$ cat src/rtl/regwrite_trace_buffer.sv
`default_nettype none
// ============================================================================
// Module   : regwrite_trace_buffer
// Purpose  : Watches the processor's regfile write port and stamps every
//            architecturally visible write (rd != 0) with a free-running
//            cycle count. The records are queued in a first-word-fall-through
//            FIFO and drained over a valid/ready stream to a logger or UART.
//            When the FIFO is full, a write is dropped and counted.
// Ports    : clock      - system clock, every state update on posedge
//            reset      - synchronous, active-low (0 = reset)
//            enable     - 1 = count cycles and capture writes
//            clear      - synchronous flush of FIFO, counters and flags
//            wb_we      - regfile write enable
//            wb_rd      - regfile write address
//            wb_data    - regfile write data
//            out_valid  - head record available
//            out_ready  - consumer accepts head record
//            out_cycle  - cycle stamp of head record (0 when empty)
//            out_rd     - register number of head record (0 when empty)
//            out_data   - write data of head record (0 when empty)
//            count      - entries currently held, 0..DEPTH
//            overflow   - sticky, at least one write was dropped
//            dropped    - dropped-write count, saturates at 16'hFFFF
// Revision : 1.0 - initial release
// ============================================================================
module regwrite_trace_buffer #(
  parameter int DEPTH   = 16,
  parameter int CYCLE_W = 16
) (
  input  logic                     clock,
  input  logic                     reset,
  input  logic                     enable,
  input  logic                     clear,
  input  logic                     wb_we,
  input  logic [4:0]               wb_rd,
  input  logic [31:0]              wb_data,
  output logic                     out_valid,
  input  logic                     out_ready,
  output logic [CYCLE_W-1:0]       out_cycle,
  output logic [4:0]               out_rd,
  output logic [31:0]              out_data,
  output logic [$clog2(DEPTH):0]   count,
  output logic                     overflow,
  output logic [15:0]              dropped
);

  localparam int                 c_AW        = $clog2(DEPTH);
  localparam logic [c_AW:0]      c_FULL      = (c_AW + 1)'(DEPTH);
  localparam logic [15:0]        c_DROP_MAX  = 16'hFFFF;

  // Record storage. The arrays carry no reset: nothing is ever read from a
  // slot that has not been written since the last reset/clear, because the
  // outputs are forced to 0 whenever the FIFO is empty.
  logic [CYCLE_W-1:0] r_mem_cycle [DEPTH];
  logic [4:0]         r_mem_rd    [DEPTH];
  logic [31:0]        r_mem_data  [DEPTH];

  logic [c_AW-1:0]    r_wr_ptr;
  logic [c_AW-1:0]    r_rd_ptr;
  logic [c_AW:0]      r_count;
  logic [CYCLE_W-1:0] r_cycle;
  logic               r_overflow;
  logic [15:0]        r_dropped;

  logic               w_push_req;
  logic               w_pop;
  logic               w_full;
  logic               w_push;
  logic               w_drop;

  // A capture request exists only for enabled writes to a real register.
  assign w_push_req = enable & wb_we & (wb_rd != 5'd0);
  assign w_full     = (r_count == c_FULL);
  // Pop is decided from the state before the edge, so a push into an empty
  // FIFO is never popped in the same cycle.
  assign w_pop      = (r_count != '0) & out_ready;
  // A full FIFO still accepts a push when the head leaves in the same cycle.
  assign w_push     = w_push_req & (~w_full | w_pop);
  assign w_drop     = w_push_req & w_full & ~w_pop;

  // Control state: pointers, occupancy, cycle counter and drop tracking.
  always_ff @(posedge clock) begin
    if (!reset) begin
      r_wr_ptr   <= '0;
      r_rd_ptr   <= '0;
      r_count    <= '0;
      r_cycle    <= '0;
      r_overflow <= 1'b0;
      r_dropped  <= '0;
    end else if (clear) begin
      // clear wins over any push/pop arriving in the same cycle.
      r_wr_ptr   <= '0;
      r_rd_ptr   <= '0;
      r_count    <= '0;
      r_cycle    <= '0;
      r_overflow <= 1'b0;
      r_dropped  <= '0;
    end else begin
      if (enable) begin
        r_cycle <= r_cycle + CYCLE_W'(1);
      end

      if (w_push) begin
        r_wr_ptr <= r_wr_ptr + c_AW'(1);
      end

      if (w_pop) begin
        r_rd_ptr <= r_rd_ptr + c_AW'(1);
      end

      // Occupancy moves only when exactly one side is active.
      if (w_push && !w_pop) begin
        r_count <= r_count + (c_AW + 1)'(1);
      end else if (w_pop && !w_push) begin
        r_count <= r_count - (c_AW + 1)'(1);
      end

      if (w_drop) begin
        r_overflow <= 1'b1;
        if (r_dropped != c_DROP_MAX) begin
          r_dropped <= r_dropped + 16'd1;
        end
      end
    end
  end

  // Record write. The stamp is the counter value before this edge's
  // increment, i.e. the cycle in which the write was presented.
  always_ff @(posedge clock) begin
    if (reset && !clear && w_push) begin
      r_mem_cycle[r_wr_ptr] <= r_cycle;
      r_mem_rd[r_wr_ptr]    <= wb_rd;
      r_mem_data[r_wr_ptr]  <= wb_data;
    end
  end

  // First-word-fall-through head, zeroed when empty.
  assign out_valid = (r_count != '0);
  assign out_cycle = out_valid ? r_mem_cycle[r_rd_ptr] : '0;
  assign out_rd    = out_valid ? r_mem_rd[r_rd_ptr]    : '0;
  assign out_data  = out_valid ? r_mem_data[r_rd_ptr]  : '0;
  assign count     = r_count;
  assign overflow  = r_overflow;
  assign dropped   = r_dropped;

endmodule
`default_nettype wire

$ cat config.mk
export PLATFORM = sky130hd
export DESIGN_NAME = regwrite_trace_buffer
export DESIGN_NICKNAME = d
export VERILOG_FILES = /design/src/rtl/regwrite_trace_buffer.sv
export SDC_FILE = /design/constraint.sdc
export NUM_CORES = 1
export LEC_CHECK = 0
export ABC_AREA = 1
export ABC_CLOCK_PERIOD_IN_PS = 6050
export BUFFER_PORTS_ARGS = -buffer_cell sky130_fd_sc_hd__buf_2
export CAP_MARGIN = 25
export CELL_PAD_IN_SITES_DETAIL_PLACEMENT = 2
export CELL_PAD_IN_SITES_GLOBAL_PLACEMENT = 2
export CORE_MARGIN = 1
export CORE_UTILIZATION = 38
export CTS_CLUSTER_DIAMETER = 150
export DETAILED_ROUTE_END_ITERATION = 16
export PLACE_DENSITY_LB_ADDON = 0.1
export SYNTH_ARGS = -nofsm -noshare
export SYNTH_HDL_FRONTEND = slang
export SYNTH_SLANG_ARGS = --single-unit
$ cat constraint.sdc
create_clock -name clock -period 6.05 [get_ports clock]
set_clock_uncertainty 0.2 [all_clocks]
set_input_delay 0.605 -clock clock [delete_from_list [all_inputs] [get_ports clock]]
set_output_delay 0.605 -clock clock [all_outputs]
set_load 0.03 [all_outputs]
=== Word level (Yosys, flattened, before mapping) ===
Memory sizes are Yosys's and may differ from the RTL's. A register that Yosys moved wholly into a read port is not among the register bits.
Cells that the tools add are included.
Widths: inputs -> output; s select.

* Add/subtract/negate cells: 6
* Multipliers: 0
* Div/mod/pow operators: 0
* $lt $le $gt $ge: 0
* Equal/unequal tests: 2
* Shift-type cells: 0
* Multiplexer cells: 13
* Bitwise operators: 10
* Reduce and logical (&&, ||, !) cells: 12

{| class="wikitable"
|+ Operator list
! cell !! number
|-
| $add 16x1->16 const B || 2
|-
| $mux 32 || 1
|-
| $mux 4 || 6
|-
| $mux 16 || 1
|-
| $ne 16x16->1 const B || 1
|-
| $mux 5 || 3
|-
| $reduce_bool 5->1 || 2
|-
| $add 4x1->4 const B || 2
|-
| $and 1x1->1 || 6
|-
| $add 5x1->5 const B || 1
|-
| $eq 5x5->1 const B || 1
|-
| $sub 5x1->5 const B || 1
|-
| $logic_and 1x1->1 || 4
|-
| $logic_not 1->1 || 3
|-
| $not 1->1 || 3
|-
| $mux 1 || 2
|-
| $reduce_and 2->1 || 1
|-
| $reduce_bool 2->1 || 1
|-
| $reduce_or 2->1 || 1
|-
| $or 1x1->1 || 1
|}

* Bits in registers: 46
* Latch bits: 0
* Bits in writable memories: 848
* ROM bits: 0
* Output and inout bits: 76
* Memories: 3

{| class="wikitable"
|+ Memories
! memory !! words !! bits a word !! read ports !! clocked after Yosys merged registers in !! write ports !! RTL line !! RTL
|-
| r_mem_data || 16 || 32 || 1 || 1 || 1 || 56 || <nowiki>logic [31:0] r_mem_data [DEPTH];</nowiki>
|-
| r_mem_cycle || 16 || 16 || 1 || 1 || 1 || 54 || <nowiki>logic [CYCLE_W-1:0] r_mem_cycle [DEPTH];</nowiki>
|-
| r_mem_rd || 16 || 5 || 1 || 1 || 1 || 55 || <nowiki>logic [4:0] r_mem_rd [DEPTH];</nowiki>
|}

=== Logic depth before layout (Yosys ltp) ===
Gate-level depths: netlist (run 1).

* Word-level depth: 8
* Mapped depth: 16

=== Worst setup path before layout (run 1) ===
Ideal clock, no wire load.

* Kind: input -> register
* Start: input port reset
* End: memory r_mem_cycle[4][0], enable pin
* Setup time: 0.529 ns
* Data arrival time: 4.953 ns
* Setup slack: 0.368 ns
* Stages on the path: 5
* Buffers on the path: 1
* Path through: inv_1 -> nor2_1 -> clkbuf_1 -> nand3_1 -> nor3_1

* Longest elaborated chain between the ends: 4

{| class="wikitable"
|+ Ends and longest elaborated chain
! element !! RTL line !! RTL
|-
| start, declared || 31 || <nowiki>input logic reset,</nowiki>
|-
| $logic_and 1x1->1 (2 in a row) || 130 || <nowiki>if (reset && !clear && w_push) begin</nowiki>
|-
| $mux 1 || 130 ||
|-
| $mux 1 (not written as such) || 131 || <nowiki>r_mem_cycle[r_wr_ptr] <= r_cycle;</nowiki>
|-
| end, declared || 54 ||
|}

Every way passes these cells.

==> impl_metrics.env, run 1 <==
export IMPL_vias=25200
export IMPL_ff2ff_path_depth=7
export IMPL_setup_viol=0
export IMPL_cp_required_ns=5.24
export IMPL_globalRouteTotalUtil_pct=23.4
export IMPL_leakagePower_nw=14.9
export IMPL_reg2reg_from="count[1]$_SDFFE_PP0P_"
export IMPL_htreeDepth=3
export IMPL_synth_edff_count=848
export IMPL_synth_top_cell_area_share_pct=69.3
export IMPL_arrival_ns=3.97
export IMPL_cts_tree="done"
export IMPL_core_area_sq_mm=0.0953
export IMPL_dieArea_sq_mm=0.0979
export IMPL_cap_violations=0
export IMPL_cts_buffers=98
export IMPL_postLayoutCoreUtil_pct=43.8
export IMPL_post_place_ws_ns=1.86
export IMPL_synth_cells=3288
export IMPL_io_pins=119
export IMPL_ys_flop_type="edfxtp_1"
export IMPL_min_delay_path_depth=1
export IMPL_first_pass_iters=5
export IMPL_grt_pass1_wl_um=172000
export IMPL_worstMarginPinSlew_ns=1.09
export IMPL_hpwl_um=60000
export IMPL_cts_repair_resized=0
export IMPL_synthTopCellsByArea="edfxtp_1 69%, nand2_1 9.8%, nor2_1 5.0%"
export IMPL_routabilityCongestion=0.751
export IMPL_final_max_slew_violation_count=0
export IMPL_clock_sinks=898
export IMPL_io_buffers=118
export IMPL_design_power_total_w=0.0140
export IMPL_period_share_pct=79.0
export IMPL_layout_drive_gt1_share_pct=9.76
export IMPL_syn_area_sq_mm=0.0367
export IMPL_fin_setup_tns_ns=0
export IMPL_end_kind="output pin"
export IMPL_critPathLaunchType="flip-flop"
export IMPL_fin_crit_ns=4.78
export IMPL_critPathMaxFanout=160
export IMPL_clockBufferDepth=3
export IMPL_antenna_found_initial=2
export IMPL_min_from="wb_data[31]"
export IMPL_async_flop_share_pct=0
export IMPL_drt_iter0_markers=1517
export IMPL_clk_latency_ns=0.68
export IMPL_grt_pass1_vias=28100
export IMPL_root_buffer="clkbuf_16"
export IMPL_hold_path_class="in -> reg"
export IMPL_wl_per_cell_um=24.2
export IMPL_gr_total_overflow=0
export IMPL_cts_setup_buffers=0
export IMPL_stdcell_count=4720
export IMPL_die_w_um=313
export IMPL_hold_path_endpoint="r_mem_data[13][31]$_DFFE_PP_"
export IMPL_ctsHoldBuffers=1
export IMPL_yosysWarnings=0
export IMPL_routed_wl_um=114000
export IMPL_syn2layout_area_growth_pct=13.6
export IMPL_synth_seq_cells=898
export IMPL_synth_common_cells="954 x nand2_1, 848 x edfxtp_1, 489 x nor2_1, 341 x nand3_1, 152 x o21ai_0"
export IMPL_status="complete, no violations"
export IMPL_initial_utilization_pct=38.5
export IMPL_synth_distinct_cells=27
export IMPL_syn_nets=3343
export IMPL_synth_area_leader_cell="edfxtp_1"
export IMPL_rsz0062_at_grt="false"
export IMPL_max_freq_ghz=0.209
export IMPL_yosysMostFrequentCell="nand2_1"
export IMPL_via_per_inst=5.34
export IMPL_ant_nets=0
export IMPL_std_cell_rows=113
export IMPL_powerDensity_mw_per_mm2=335
export IMPL_r2r_slack_ns=2.62
export IMPL_max_slew_margin_pct=27.3
export IMPL_hold_violations=0
export IMPL_yosysSeqAreaShare_pct=72.1
export IMPL_drc=0
export IMPL_crit_type="reg -> out"
export IMPL_fin_ws_ns=1.27
export IMPL_grt_max_degree=201
export IMPL_r2r_end="r_mem_data[2][28]$_DFFE_PP_"
export IMPL_placedCellCount=4533
export IMPL_peakVddDrop_mv=0.186
export IMPL_nets=3426
export IMPL_clk_pin_slew_ns=0.06
export IMPL_die_h_um=313
export IMPL_syn_avg_cell_area_sq_um=11.2
-- worst max-delay path by stage --
stage,slack [ns],endpoint,cells past startpoint
6_report,1.27,out_data[11],9
5_1_grt,1.08,out_data[11],9
4_1_cts,1.23,out_data[11],9
3_5_place_dp,1.86,r_mem_data[2][10]$_DFFE_PP_,10
3_3_place_gp,1.99,r_mem_data[2][6]$_DFFE_PP_,10
2_1_floorplan,0.37,r_mem_cycle[4][0]$_DFFE_PP_,5
-- per-layer routing --
| metal | GRT usage [%] | wire [um] |
|---|---|---|
| met2 | 41.8 | 59000 |
| met3 | 2.88 | 2940 |
| met1 | 29.2 | 48700 |
| met4 | 8.08 | 3580 |
| met5 | 0 | 0 |
-- cell usage in the layout (no fill, tap or decap), types with 3 or more instances in the layout --
cell type and instances:
nor2_1 480, nor3_2 8, inv_6 4, clkbuf_16 101
diode_2 3, dfxtp_1 46, xor2_1 9, nand4_1 7
bufinv_16 8, nand2_1 954, buf_12 5, clkinv_2 28
o21ai_0 152, o21ai_1 76, nand3_1 341, buf_2 118
a21oi_1 86, inv_1 49, edfxtp_1 848, nor2_4 8
dfxtp_4 4, clkbuf_1 24, buf_4 42, xnor2_1 6
ha_1 11, clkinv_1 15
-- critical path: stages, from the launching register on --
cell and delay (ns):
dfxtp_4 0.56, buf_4 0.63, buf_12 0.53, nor2_1 0.13
nor2_1 0.12, o21ai_0 0.09, nand3_1 0.12, nand3_1 0.13
a21oi_1 0.36, buf_2 0.27
-- state kept, by name, summed over array words and instances (netlist names), named ones only --
signal / count
count: 5
dropped: 16
overflow: 1
r_cycle: 16
r_mem_cycle: 256
r_mem_data: 512
r_mem_rd: 80
r_rd_ptr: 4
r_wr_ptr: 4
-- layout make-up --
class,instances,area [sq um]
sequential,898,26500
multi-input combinational,2150,9240
tap,1265,1580
clock buffer,127,2650
inverter,55,228
antenna,3,7.51
timing repair buffer,168,1070
clock inverter,54,465
fill,9802,53600
-- through the flow --
stage                     hold WS, ns  area [sq um]
after detailed placement        0.273         38500
after global placement          0.244         38500
after floorplan                 0.247         36700
after CTS                      0.0603         41700
after global routing           0.0837         41700
final                           0.101         41700
-- power breakdown --
part | internal, W | switching, W
combinational | 0.000289 | 0.000967
sequential | 0.00678 | 0.0000213
clock | 0.00341 | 0.00248
total | 0.0105 | 0.00347
-- kinds of logic after synthesis --
group | Yosys count | share of synthesized area [%]
buf+inv | 240 | 3.04
compound gates | 318 | 4.36
flops | 898 | 72.1
fa+ha+maj | 12 | 0.429
xor+xnor | 15 | 0.358
simple gates | 1805 | 19.7
(Power assumes the default switching activity.)
==> run 2, diff against run 1 <==
Settings changed: ABC_CLOCK_PERIOD_IN_PS 6050 to 3960.
Clock period 6.05 ns to 3.96 ns, I/O delays scaled along.
==> impl_metrics.env, run 2 (synthesis gave the netlist of run 1 again) <==
export IMPL_antenna_found_initial=3
export IMPL_die_h_um=313
export IMPL_cts_setup_buffers=0
export IMPL_routed_wl_um=117000
export IMPL_initial_utilization_pct=38.5
export IMPL_die_w_um=313
export IMPL_io_buffers=118
export IMPL_crit_type="reg -> out"
export IMPL_routabilityCongestion=0.739
export IMPL_fin_crit_ns=3.87
export IMPL_cts_buffers=102
export IMPL_place_area_sq_mm=0.0390
export IMPL_powerDensity_mw_per_mm2=504
export IMPL_met2_length_um=60200
export IMPL_grt_pass1_vias=28600
export IMPL_core_area_sq_mm=0.0953
export IMPL_leakagePower_nw=15.3
export IMPL_period_share_pct=97.8
export IMPL_wl_met1_um=50500
export IMPL_final_common_cell="nand2_1"
export IMPL_status="complete, no violations"
export IMPL_top_regs="r_mem_data x512, r_mem_cycle x256, r_mem_rd x80"
export IMPL_grt_max_degree=139
export IMPL_wl_met3_um=3550
export IMPL_clk_pin_slew_ns=0.06
export IMPL_vias=25600
export IMPL_grt_pass1_wl_um=177000
export IMPL_stdcell_count=4785
export IMPL_syn2layout_area_growth_pct=16.2
export IMPL_layout_drive_gt1_share_pct=9.86
export IMPL_setup_viol=0
export IMPL_placedCellCount=4554
export IMPL_hpwl_um=63500
export IMPL_cap_violations=0
export IMPL_gr_total_overflow=0
export IMPL_peakVddDrop_mv=0.328
export IMPL_critPathLaunchType="flip-flop"
export IMPL_max_slew_margin_pct=31.1
export IMPL_hold_path_class="in -> reg"
export IMPL_clock_sinks=898
export IMPL_std_cell_rows=113
export IMPL_critPathMaxFanout=85
export IMPL_root_buffer="clkbuf_16"
export IMPL_wl_per_cell_um=24.5
export IMPL_clk_latency_ns=0.67
export IMPL_top_register="r_mem_data"
export IMPL_mostFrequentLayoutCells="954 x nand2_1, 848 x edfxtp_1, 480 x nor2_1, 341 x nand3_1, 152 x o21ai_0"
export IMPL_nets=3489
export IMPL_clockBufferDepth=3
export IMPL_max_freq_ghz=0.258
export IMPL_arrival_ns=3.28
export IMPL_hold_violations=0
export IMPL_end_kind="output pin"
export IMPL_drt_iter0_markers=1537
export IMPL_rsz0062_at_grt="true"
export IMPL_dieArea_sq_mm=0.0979
export IMPL_globalRouteTotalUtil_pct=24.1
export IMPL_cp_required_ns=3.36
export IMPL_drc=0
export IMPL_worstMarginPinSlew_ns=1.03
export IMPL_largest_reg_flops=512
export IMPL_first_pass_iters=5
export IMPL_postLayoutCellArea_sq_mm=0.0427
export IMPL_highest_layer="met4"
export IMPL_ant_nets=0
export IMPL_htreeDepth=3
export IMPL_io_pins=119
export IMPL_final_max_slew_violation_count=0
export IMPL_via_per_inst=5.35
export IMPL_cts_tree="done"
## run 2: critical path, cell delays in order (launching register included)
cell     delay, ns
dfxtp_4       0.59
buf_16        0.39
buf_6         0.40
nor2_1        0.09
nor2_1        0.10
o21ai_0       0.12
nand3_1       0.13
nand3_1       0.08
a21oi_1       0.35
buf_2         0.28
## run 2: cell type report
class	count	area, sq um
antenna	1	2.50
clock buffer	132	2750
clock inverter	57	460
fill	9700	52600
inverter	55	233
multi-input combinational	2150	9240
sequential	898	26500
tap	1265	1580
timing repair buffer	227	1920
## run 2: per-stage QoR
step	util, %	setup WS, ns	total power (W)	hold slack, ns	setup TNS (ns)
after CTS	44.8	0.0402	0.0218	0.0931	0
after detailed placement	41.0	0.675	0.0126	0.258	0
final	44.8	0.0881	0.0215	0.129	0
after global routing	44.8	-0.0704	0.0222	0.156	-0.0704
after global placement	41.0	0.766	0.0125	0.246	0
after floorplan	-	-1.53	0.0118	0.247	-663.23
## run 2: worst paths after layout
kind | start | end | slack (ns) | cells past startpoint
setup / recovery | flip-flop | out_rd[1] | 0.09 | 9
hold / removal | reset | r_cycle[14]$_SDFFE_PP0P_ | 0.13 | 6
setup reg to reg | count[0]$_SDFFE_PP0P_ | count[4]$_SDFFE_PP0P_ | 1.37 | 13
hold reg to reg | overflow$_SDFFE_PP0P_ | overflow$_SDFFE_PP0P_ | 0.26 | 2
## run 2: report_power, final
group	switching [W]	internal [W]	leakage (nW)
combinational	0.00148	0.000488	5.84
sequential	0.0000352	0.0104	7.89
clock	0.00382	0.00533	1.56
## run 2: what timing repair did
| item | CTS | global route |
|---|---|---|
| hold buffers | 41 | 0 |
| endpoints found under the hold margin | 598 | 0 |
| endpoints found under the setup margin | 1 | 6 |
| gates resized for setup | 1 | 2 |
## run 2: routing by layer
metal  vias to the layer above  GRT usage, %
li1                      11600             -
met3                       183          3.14
met1                     13400          30.5
met2                       417          42.8
met5                         -             0
met4                         0          7.02
==> run 3, diff against run 2 <==
Settings changed: BUFFER_PORTS_ARGS -buffer_cell sky130_fd_sc_hd__buf_2 to default, CORE_UTILIZATION 38 to 39, DONT_BUFFER_PORTS from default to 1.
==> impl_metrics.env, run 3 (synthesis gave the netlist of run 1 again) <==
export IMPL_status="complete, no violations"
export IMPL_fin_setup_tns_ns=0
export IMPL_powerDensity_mw_per_mm2=516
export IMPL_max_slew_margin_pct=31.9
export IMPL_core_area_sq_mm=0.0933
export IMPL_grt_max_degree=185
export IMPL_arrival_ns=3.12
export IMPL_hpwl_um=61100
export IMPL_top_regs="r_mem_data x512, r_mem_cycle x256, r_mem_rd x80"
export IMPL_ff2ff_path_depth=13
export IMPL_clock_sinks=898
export IMPL_first_pass_iters=5
export IMPL_die_w_um=309
export IMPL_cts_setup_buffers=0
export IMPL_clk_latency_ns=0.67
export IMPL_cts_repair_resized=0
export IMPL_rsz0062_at_grt="false"
export IMPL_global_route_usage_met2_pct=44.8
export IMPL_peakVddDrop_mv=0.367
export IMPL_std_cell_rows=112
export IMPL_antenna_found_initial=3
export IMPL_io_pins=119
export IMPL_drc=0
export IMPL_setup_viol=0
export IMPL_clockBufferDepth=3
export IMPL_min_from="reset"
export IMPL_cts_buffers=100
export IMPL_layout_drive_gt1_share_pct=8.47
export IMPL_clk_pin_slew_ns=0.06
export IMPL_placedCellCount=4471
export IMPL_top_register="r_mem_data"
export IMPL_min_delay_path_depth=5
export IMPL_hold_violations=0
export IMPL_globalRouteTotalUtil_pct=25.6
export IMPL_grt_pass1_wl_um=180000
export IMPL_max_freq_ghz=0.269
export IMPL_final_common_cell="nand2_1"
export IMPL_end_kind="output pin"
export IMPL_root_buffer="clkbuf_16"
export IMPL_die_h_um=309
export IMPL_io_buffers=0
export IMPL_r2r_slack_ns=1.00
export IMPL_via_per_inst=5.45
export IMPL_htreeDepth=3
export IMPL_ant_nets=0
export IMPL_critPathMaxFanout=184
export IMPL_fin_ws_ns=0.244
export IMPL_cp_required_ns=3.36
export IMPL_crit_type="reg -> out"
export IMPL_reg2reg_from="count[1]$_SDFFE_PP0P_"
export IMPL_hold_path_endpoint="r_cycle[15]$_SDFFE_PP0P_"
export IMPL_met3_usage_pct=3.52
export IMPL_routed_wl_um=122000
export IMPL_vias=25600
export IMPL_critPathLaunchType="flip-flop"
export IMPL_r2r_end="count[4]$_SDFFE_PP0P_"
export IMPL_hold_path_class="in -> reg"
export IMPL_initial_utilization_pct=39.3
export IMPL_fin_crit_ns=3.72
export IMPL_ctsHoldBuffers=41
export IMPL_cts_tree="done"
export IMPL_largest_reg_flops=512
export IMPL_routabilityCongestion=0.752
export IMPL_grt_pass1_vias=28400
export IMPL_leakagePower_nw=15.0
export IMPL_whs_ns=0.0527
export IMPL_worstMarginPinSlew_ns=1.02
export IMPL_dieArea_sq_mm=0.0954
export IMPL_top_usage_layer="met2"
export IMPL_cap_violations=0
export IMPL_grt_util_met1_pct=32.8
export IMPL_syn2layout_area_growth_pct=15.6
export IMPL_post_place_ws_ns=0.876
export IMPL_final_max_slew_violation_count=0
export IMPL_stdcell_count=4692
export IMPL_wl_per_cell_um=26.0
export IMPL_period_share_pct=93.8
export IMPL_nets=3415
export IMPL_mostFrequentLayoutCells="954 x nand2_1, 848 x edfxtp_1, 480 x nor2_1, 341 x nand3_1, 152 x o21ai_0"
export IMPL_drt_iter0_markers=1747
export IMPL_gr_total_overflow=0
run 3: cell types whose count changed in the layout (fill, tap and decap cells not counted), moves of 5 or more:
cell       previous run  this run
bufinv_16             7        15
buf_4                35        84
clkinv_2             13        26
clkinv_1             30        15
clkbuf_16           106       101
buf_2               118         0
clkbuf_1             26        14
run 3: area by class of cell:
class	count	area [sq um]
Timing Repair Buffer	155	1630
Clock buffer	119	2640
Tap cell	1254	1570
Fill cell	9483	50900
Sequential cell	898	26500
Antenna cell	2	5.00
Multi-Input combinational cell	2150	9240
Inverter	55	228
Clock inverter	59	664
run 3: stage by stage:
stage | utilization [%] | total power [W] | cell area, sq um
global route | 45.5 | 0.0226 | 42500
detailed placement | 41.5 | 0.0125 | 38700
floorplan | - | 0.0118 | 36700
CTS | 45.5 | 0.0221 | 42400
finish | 45.5 | 0.0219 | 42500
global placement | 41.5 | 0.0124 | 38700
run 3: worst max-delay path, cell delays in order (launching register included):
cell and delay (ns):
dfxtp_4 0.44, buf_12 0.57, nor2_1 0.14, nor2_1 0.14, o21ai_0 0.14, nand3_1 0.14
nand3_1 0.09, a21oi_1 0.56
run 3: worst max-delay path by stage:
stage | to | slack, ns | cells past startpoint
after global routing | out_rd[3] | 0.1 | 8
after CTS | out_data[10] | 0.22 | 8
after floorplan | r_mem_cycle[0][0]$_DFFE_PP_ | -1.53 | 5
after global placement | out_cycle[4] | 0.76 | 6
after detailed placement | count[3]$_SDFFE_PP0P_ | 0.88 | 15
final | out_rd[3] | 0.24 | 7
run 3: layer usage:
layer / vias to the layer above / wire length (um)
li1: 11500 / -
met1: 13400 / 52800
met2: 493 / 61700
met3: 200 / 4480
met4: 0 / 3010
met5: - / 0
run 3: report_power, final:
group / switching, W / internal [W]
clock: 0.00384 / 0.00569
sequential: 0.0000264 / 0.0104
combinational: 0.00145 / 0.000553
total: 0.00532 / 0.0166
